**src/rtl/traffic_display.sv**
```systemverilog
// traffic_display: converts the controller countdown to two BCD digits,
// multiplexes them onto a shared seven-segment bus and drives the lamps,
// blinking GREEN while the displayed countdown is 3 or less.
module traffic_display #(
    parameter int unsigned REFRESH_DIV = 16,
    parameter int unsigned BLINK_DIV   = 64
) (
    input  logic       clk,
    input  logic       reset_n,
    input  logic [4:0] n,
    input  logic [2:0] light,
    output logic [6:0] seg,
    output logic [1:0] digit_en,
    output logic [2:0] lamp,
    output logic       busy
);

    localparam int unsigned N_W    = 5;
    localparam int unsigned BCD_W  = 8;
    localparam int unsigned ITER_W = 3;
    localparam int unsigned REF_W  = (REFRESH_DIV > 2) ? $clog2(REFRESH_DIV) : 1;
    localparam int unsigned BLK_W  = (BLINK_DIV > 2) ? $clog2(BLINK_DIV) : 1;

    typedef enum logic {
        S_IDLE = 1'b0,
        S_CONV = 1'b1
    } state_t;

    state_t              state_q;
    state_t              state_d;
    logic                capture;
    logic                last_iter;

    logic [N_W-1:0]      n_q;
    logic [N_W-1:0]      bin_sh;
    logic [N_W-1:0]      bin_nx;
    logic [BCD_W-1:0]    bcd_sh;
    logic [BCD_W-1:0]    bcd_adj;
    logic [BCD_W-1:0]    bcd_nx;
    logic [ITER_W-1:0]   iter_q;
    logic                pending_q;
    logic [3:0]          tens_q;
    logic [3:0]          ones_q;

    logic [REF_W-1:0]    refresh_cnt;
    logic                digit_sel_q;
    logic [BLK_W-1:0]    blink_cnt;
    logic                blink_on_q;
    logic                low_value;

    // Seven-segment pattern for one BCD digit; anything out of range shows a dash.
    function automatic logic [6:0] seg_decode(input logic [3:0] v);
        case (v)
            4'd0:    seg_decode = 7'h3F;
            4'd1:    seg_decode = 7'h06;
            4'd2:    seg_decode = 7'h5B;
            4'd3:    seg_decode = 7'h4F;
            4'd4:    seg_decode = 7'h66;
            4'd5:    seg_decode = 7'h6D;
            4'd6:    seg_decode = 7'h7D;
            4'd7:    seg_decode = 7'h07;
            4'd8:    seg_decode = 7'h7F;
            4'd9:    seg_decode = 7'h6F;
            default: seg_decode = 7'h40;
        endcase
    endfunction

    // Conversion FSM state register.
    always_ff @(posedge clk) begin
        if (!reset_n) state_q <= S_IDLE;
        else          state_q <= state_d;
    end

    // Conversion FSM next state: capture when idle and the value is stale.
    always_comb begin
        state_d   = state_q;
        capture   = 1'b0;
        last_iter = 1'b0;
        case (state_q)
            S_IDLE: begin
                if (pending_q || (n != n_q)) begin
                    capture = 1'b1;
                    state_d = S_CONV;
                end
            end
            S_CONV: begin
                if (iter_q == ITER_W'(N_W - 1)) begin
                    last_iter = 1'b1;
                    state_d   = S_IDLE;
                end
            end
            default: state_d = S_IDLE;
        endcase
    end

    // One shift-add-3 step: adjust nibbles >= 5, then shift the whole register left.
    always_comb begin
        bcd_adj[3:0] = (bcd_sh[3:0] >= 4'd5) ? bcd_sh[3:0] + 4'd3 : bcd_sh[3:0];
        bcd_adj[7:4] = (bcd_sh[7:4] >= 4'd5) ? bcd_sh[7:4] + 4'd3 : bcd_sh[7:4];
        {bcd_nx, bin_nx} = {bcd_adj, bin_sh} << 1;
    end

    // Conversion datapath; displayed digits only change on the final step.
    always_ff @(posedge clk) begin
        if (!reset_n) begin
            n_q       <= '0;
            bin_sh    <= '0;
            bcd_sh    <= '0;
            iter_q    <= '0;
            pending_q <= 1'b1;
            tens_q    <= '0;
            ones_q    <= '0;
        end else if (capture) begin
            n_q       <= n;
            bin_sh    <= n;
            bcd_sh    <= '0;
            iter_q    <= '0;
            pending_q <= 1'b0;
        end else if (state_q == S_CONV) begin
            bin_sh <= bin_nx;
            bcd_sh <= bcd_nx;
            iter_q <= iter_q + ITER_W'(1);
            if (last_iter) begin
                tens_q <= bcd_nx[7:4];
                ones_q <= bcd_nx[3:0];
            end
        end
    end

    // Digit refresh timer: toggle the active digit every REFRESH_DIV cycles.
    always_ff @(posedge clk) begin
        if (!reset_n) begin
            refresh_cnt <= '0;
            digit_sel_q <= 1'b0;
        end else if (refresh_cnt == REF_W'(REFRESH_DIV - 1)) begin
            refresh_cnt <= '0;
            digit_sel_q <= ~digit_sel_q;
        end else begin
            refresh_cnt <= refresh_cnt + REF_W'(1);
        end
    end

    // Free-running blink timer: toggle blink phase every BLINK_DIV cycles.
    always_ff @(posedge clk) begin
        if (!reset_n) begin
            blink_cnt  <= '0;
            blink_on_q <= 1'b1;
        end else if (blink_cnt == BLK_W'(BLINK_DIV - 1)) begin
            blink_cnt  <= '0;
            blink_on_q <= ~blink_on_q;
        end else begin
            blink_cnt <= blink_cnt + BLK_W'(1);
        end
    end

    // Digit mux with leading-zero blanking of the tens digit.
    always_comb begin
        seg      = 7'h00;
        digit_en = 2'b00;
        if (!digit_sel_q) begin
            digit_en = 2'b01;
            seg      = seg_decode(ones_q);
        end else if (tens_q != 4'd0) begin
            digit_en = 2'b10;
            seg      = seg_decode(tens_q);
        end
    end

    // Lamp drive: fail-safe RED on illegal codes, blink GREEN at low countdown.
    always_comb begin
        low_value = (tens_q == 4'd0) && (ones_q <= 4'd3);
        case (light)
            3'b001:  lamp = 3'b001;
            3'b010:  lamp = 3'b010;
            3'b100:  lamp = (low_value && !blink_on_q) ? 3'b000 : 3'b100;
            default: lamp = 3'b001;
        endcase
    end

    assign busy = (state_q == S_CONV);

endmodule

```
**config.mk**
```make
export PLATFORM = sky130hd
export DESIGN_NAME = traffic_display
export DESIGN_NICKNAME = d
export VERILOG_FILES = /design/src/rtl/traffic_display.sv
export SDC_FILE = /design/constraint.sdc
export NUM_CORES = 1
export LEC_CHECK = 0
export ABC_CLOCK_PERIOD_IN_PS = 2900
export BUFFER_PORTS_ARGS = -buffer_cell sky130_fd_sc_hd__clkbuf_2
export CAP_MARGIN = 15
export CORE_MARGIN = 8
export CORE_UTILIZATION = 45
export CTS_CLUSTER_DIAMETER = 150
export DETAILED_ROUTE_END_ITERATION = 10
export SLEW_MARGIN = 5
export SYNTH_ARGS = -nofsm -noshare
export SYNTH_HDL_FRONTEND = slang
export SYNTH_SLANG_ARGS = --single-unit
```
**constraint.sdc**
```tcl
create_clock -name clk -period 2.9 [get_ports clk]
set_input_delay 0.435 -clock clk [delete_from_list [all_inputs] [get_ports clk]]
set_output_delay 0.435 -clock clk [all_outputs]
set_load 0.03 [all_outputs]
```
# Word-level counts from Yosys, hierarchy flattened
# Memories as Yosys holds them, arrays and structs flattened. A register that Yosys moved wholly into a read port is not among the register bits.
# Index checks and enable logic that the tools add are counted.
dict set report word_totals {
  word_cells 64
  regBits 43
  mem_count 2
  mem_bits_ro 224
  inputBits 10
}
# memory depth word_bits rd rd_clocked_by_memory_dff write_ports line
set mem_list {}
lappend mem_list {{(name not given)} 16 7 1 1 0 53} ;# case (v)
lappend mem_list {{(name not given)} 16 7 1 1 0 53}
dict set report op_classes {
  addsub 5
  magnitude_cmp 3
  eq_ne 6
  muxes 20
  bitwise_logic 5
  reduce_logical 11
}
# op n
set op_table {}
lappend op_table {{4-bit two-way mux} 5}
lappend op_table {{7-bit two-way mux} 2}
lappend op_table {{5-bit two-way mux} 2}
lappend op_table {{4-bit by 3-bit greater-or-equal comparator with 1-bit output (second input constant)} 2}
lappend op_table {{6-bit by 1-bit adder with 6-bit output (second input constant)} 1}
lappend op_table {{3-bit equality test (second input constant)} 2}
lappend op_table {{6-bit equality test (second input constant)} 1}
lappend op_table {{3-bit two-way mux} 2}
lappend op_table {{3-bit case mux with 2 select lines} 1}
lappend op_table {{2-bit OR reduction} 3}
lappend op_table {{1-bit two-way mux} 5}
lappend op_table {{5-bit != test} 1}
lappend op_table {{1-bit inverter} 5}
lappend op_table {{4-bit by 1-bit adder with 4-bit output (second input constant)} 1}
lappend op_table {{4-bit by 2-bit adder with 4-bit output (second input constant)} 1}
lappend op_table {{4-bit equality test (second input constant)} 1}
lappend op_table {{4-bit by 2-bit <= comparator with 1-bit output (second input constant)} 1}
lappend op_table {{4-bit logical NOT} 1}
lappend op_table {{2-bit two-way mux} 2}
lappend op_table {{4-bit nonzero test} 1}
lappend op_table {{3-bit by 1-bit adder with 3-bit output (second input constant)} 1}
lappend op_table {{3-bit by 2-bit adder with 3-bit output (second input constant)} 1}
lappend op_table {{3-bit by 2-bit equality test with 1-bit output (second input constant)} 1}
lappend op_table {{3-bit AND reduction} 1}
lappend op_table {{5 further kinds} 6}

# Depth between registers and ports, before layout
dict set report depth {
  depth_word 8
  depth_mapped 11
  mapped_depth_nobuf 10
}

# Worst setup path before layout
# Ideal clock, no wire load.
dict set report synth_timing {
  path_kind {reg-to-reg}
  from {reg bcd_sh[1]}
  to {reg with a tool-made name}
  arrival_time_ns 2.218
  path_stages_with_launch 11
  n_path_buf 0
  period_less_slack_ns 2.288
  path_slack_ns 0.612
  t_required_ns 2.830
  setup_time_ns 0.070
  cell_sequence {dfxtp_1 -> inv_1 -> ha_1 -> and2b_1 -> o21ai_0 -> o31ai_1 -> inv_1 -> ha_1 -> nand3b_1 -> a31oi_1 -> o21bai_1}
}
# element line
set synth_rtl {}
lappend synth_rtl {{start: declaration} 37} ;# logic [BCD_W-1:0] bcd_sh;
lappend synth_rtl {{start signal: assignment} 121} ;# bcd_sh <= bcd_nx;

==> results.json <==
{
  "cts_buffers": 9,
  "final_area_um2": 3320,
  "peakVddDrop_uv": 365,
  "drt-total-wl_um": 5760,
  "relSlewSlack_pct": 46.8,
  "clock_skew_ns": 0.0114,
  "insertedDiodeCount": 0,
  "final_hold_viol_count": 0,
  "yosysSeqAreaShare_pct": 39.4,
  "yosysTopAreaCellShare_pct": 39.4,
  "clockBufferDepth": 2,
  "antenna_left": 0,
  "final_util_pct": 52.9,
  "grt_max_degree": 26,
  "clock_latency_ns": 0.34,
  "drive_above_1_share_pct": 17.9,
  "fmax_mhz": 401,
  "num_rows": 29,
  "setup_viol": 0,
  "syn-num-nets": 346,
  "synthCells": 316,
  "crit_type": "flip-flop to flip-flop",
  "num_vias": 2177,
  "synthArstFlopShare_pct": 0,
  "grt_pass1_vias": 2049,
  "coreArea_um2": 6280,
  "start_kind": "flip-flop",
  "crit_arrival_ns": 2.71,
  "antenna_found_initial": 0,
  "required_ns": 3.12,
  "yosysWarnings": 0,
  "drv_slew": 0,
  "cts.htree.levels": 3,
  "nets": 372,
  "outcome": "finished, final reports clean",
  "p_total_w": 0.00178,
  "grt_pass1_wl_um": 9510,
  "gr-total-overflow": 0,
  "synth_area_leaders": "dfxtp_1 (39%), ha_1 (8.6%), mux2i_1 (5.5%)",
  "timing.setup.tns_ns": 0,
  "worstSetupEndpointType": "flip-flop",
  "placed_cell_area_um2": 3080,
  "mostFrequentLayoutCell": "dfxtp_1",
  "synth-edff-count": 0,
  "cts.clk_slew.worst_paths_ns": 0.07,
  "area_growth_pct": 14.6,
  "period_share_pct": 86.0,
  "final_cell_mix": "dfxtp_1 (57), nand2_1 (28), nor2_1 (23), clkbuf_2 (22), ha_1 (20)",
  "hpwl_um": 4220,
  "post_cts_resized": 0,
  "avgSynthCellArea_um2": 9.17,
  "p_per_area_nw_per_um2": 538,
  "drt_iter0_drc": 118,
  "yosys.area.top_type": "dfxtp_1",
  "maxCapViolations": 0,
  "cts_tree": "done",
  "pin_count": 23,
  "gp_congestion": 0.901,
  "cp_max_fo": 7,
  "die_h_um": 96.2,
  "cts-hold-fix-buffers": 0,
  "first_pass_iters": 4,
  "wire_per_inst_um": 13.6,
  "ys_ff_latch": 57,
  "netlist_area_um2": 2900,
  "ff2ff_setup_slack_ns": 0.41,
  "worst_pin_slew_ns": 0.791,
  "synthDistinctLibCells": 54,
  "synth_ff_type": "dfxtp_1",
  "leakage_nw": 1.44,
  "hold_class": "input port to flip-flop",
  "dieArea_um2": 9260,
  "die_x_um": 96.2,
  "initial_utilization_pct": 46.1,
  "period_needed_ns": 2.49,
  "cts_setup_buffers": 0,
  "drc": 0,
  "cts-root-buf": "clkbuf_8",
  "clock_sinks": 57,
  "place.port_buffers": 22,
  "rsz0062_at_grt": "false",
  "viasPerCell": 5.13,
  "grt_usage_pct": 13.4
}
==> final cells by class <==
class	instances	area [µm²]
fill	617	2960
multi-input combinational	226	1610
sequential	57	1140
clock buffer	12	165
timing repair buffer	28	155
tap	77	96.3
inverter	20	75.1
clock inverter	4	73.8
==> worst max-delay path, stage by stage, from the launching register on <==
cell and delay (ns):
dfxtp_1 0.44, inv_1 0.07, ha_1 0.25, and2b_1 0.19
nor3_1 0.21, a21oi_1 0.11, o21ai_0 0.33, inv_1 0.16
ha_1 0.23, a221oi_1 0.25, o22ai_1 0.12
==> cell usage after synthesis (2+ instances only) <==
master	number
o2bb2ai_1	7
o22ai_1	5
dfxtp_1	57
o211a_1	2
nand2b_1	4
a21oi_4	2
nand3_1	9
nor3b_1	2
mux2i_1	16
clkbuf_1	4
nand2_1	28
ha_1	20
and3_1	5
a31oi_1	3
xor2_1	8
inv_1	17
xnor2_1	8
nor2_1	23
and2_1	8
buf_2	5
a2bb2oi_1	2
o21bai_1	3
o21ai_0	16
o21ai_1	3
a21oi_1	9
mux2_2	2
a22o_1	2
inv_2	2
nor2b_1	6
nor3_1	3
a21oi_2	2
o31ai_1	3
nand3_2	2
a21o_1	3
nor4_2	2
a211oi_1	5
==> power by group <==
| part | internal, W | total, W | switching, W |
|---|---|---|---|
| combinational | 0.0000412 | 0.0000982 | 0.0000571 |
| clock | 0.000554 | 0.000868 | 0.000314 |
| sequential | 0.000803 | 0.000819 | 0.0000157 |
| total | 0.00140 | 0.00178 | 0.000387 |
==> logic make-up after synthesis <==
group                    Yosys count  share of synthesized area [%]
AND/OR/NAND/NOR                   98                           17.6
AO/OA/AOI/OAI                     74                           18.3
flip-flops                        57                           39.4
buffers and inverters             33                           4.92
adder cells (fa/ha/maj)           20                           8.64
multiplexers                      18                           6.31
XOR/XNOR                          16                           4.84
==> worst paths after layout <==
check / startpoint / endpoint / cells past startpoint
setup / recovery: bcd_sh[0] / flip-flop / 10
hold / removal: n[3] / n_q[3] / 3
setup reg to reg: bcd_sh[0] / flip-flop / 10
hold reg to reg: blink_cnt[0] / blink_cnt[0] / 1
==> layer usage <==
layer	share of wire, %	track usage (%)
met5	0	0
met4	2.4	7.30
met3	4.8	3.98
met2	43	20.0
met1	49	16.8
==> stage by stage <==
stage	hold slack, ns	setup WS, ns	cells
after detailed placement	0.440	0.434	408
final	0.400	0.406	424
after global routing	0.414	0.0314	424
after CTS	0.390	0.385	424
after global placement	0.435	0.514	408
after floorplan	0.418	0.612	316
(Power assumes the default switching activity.)
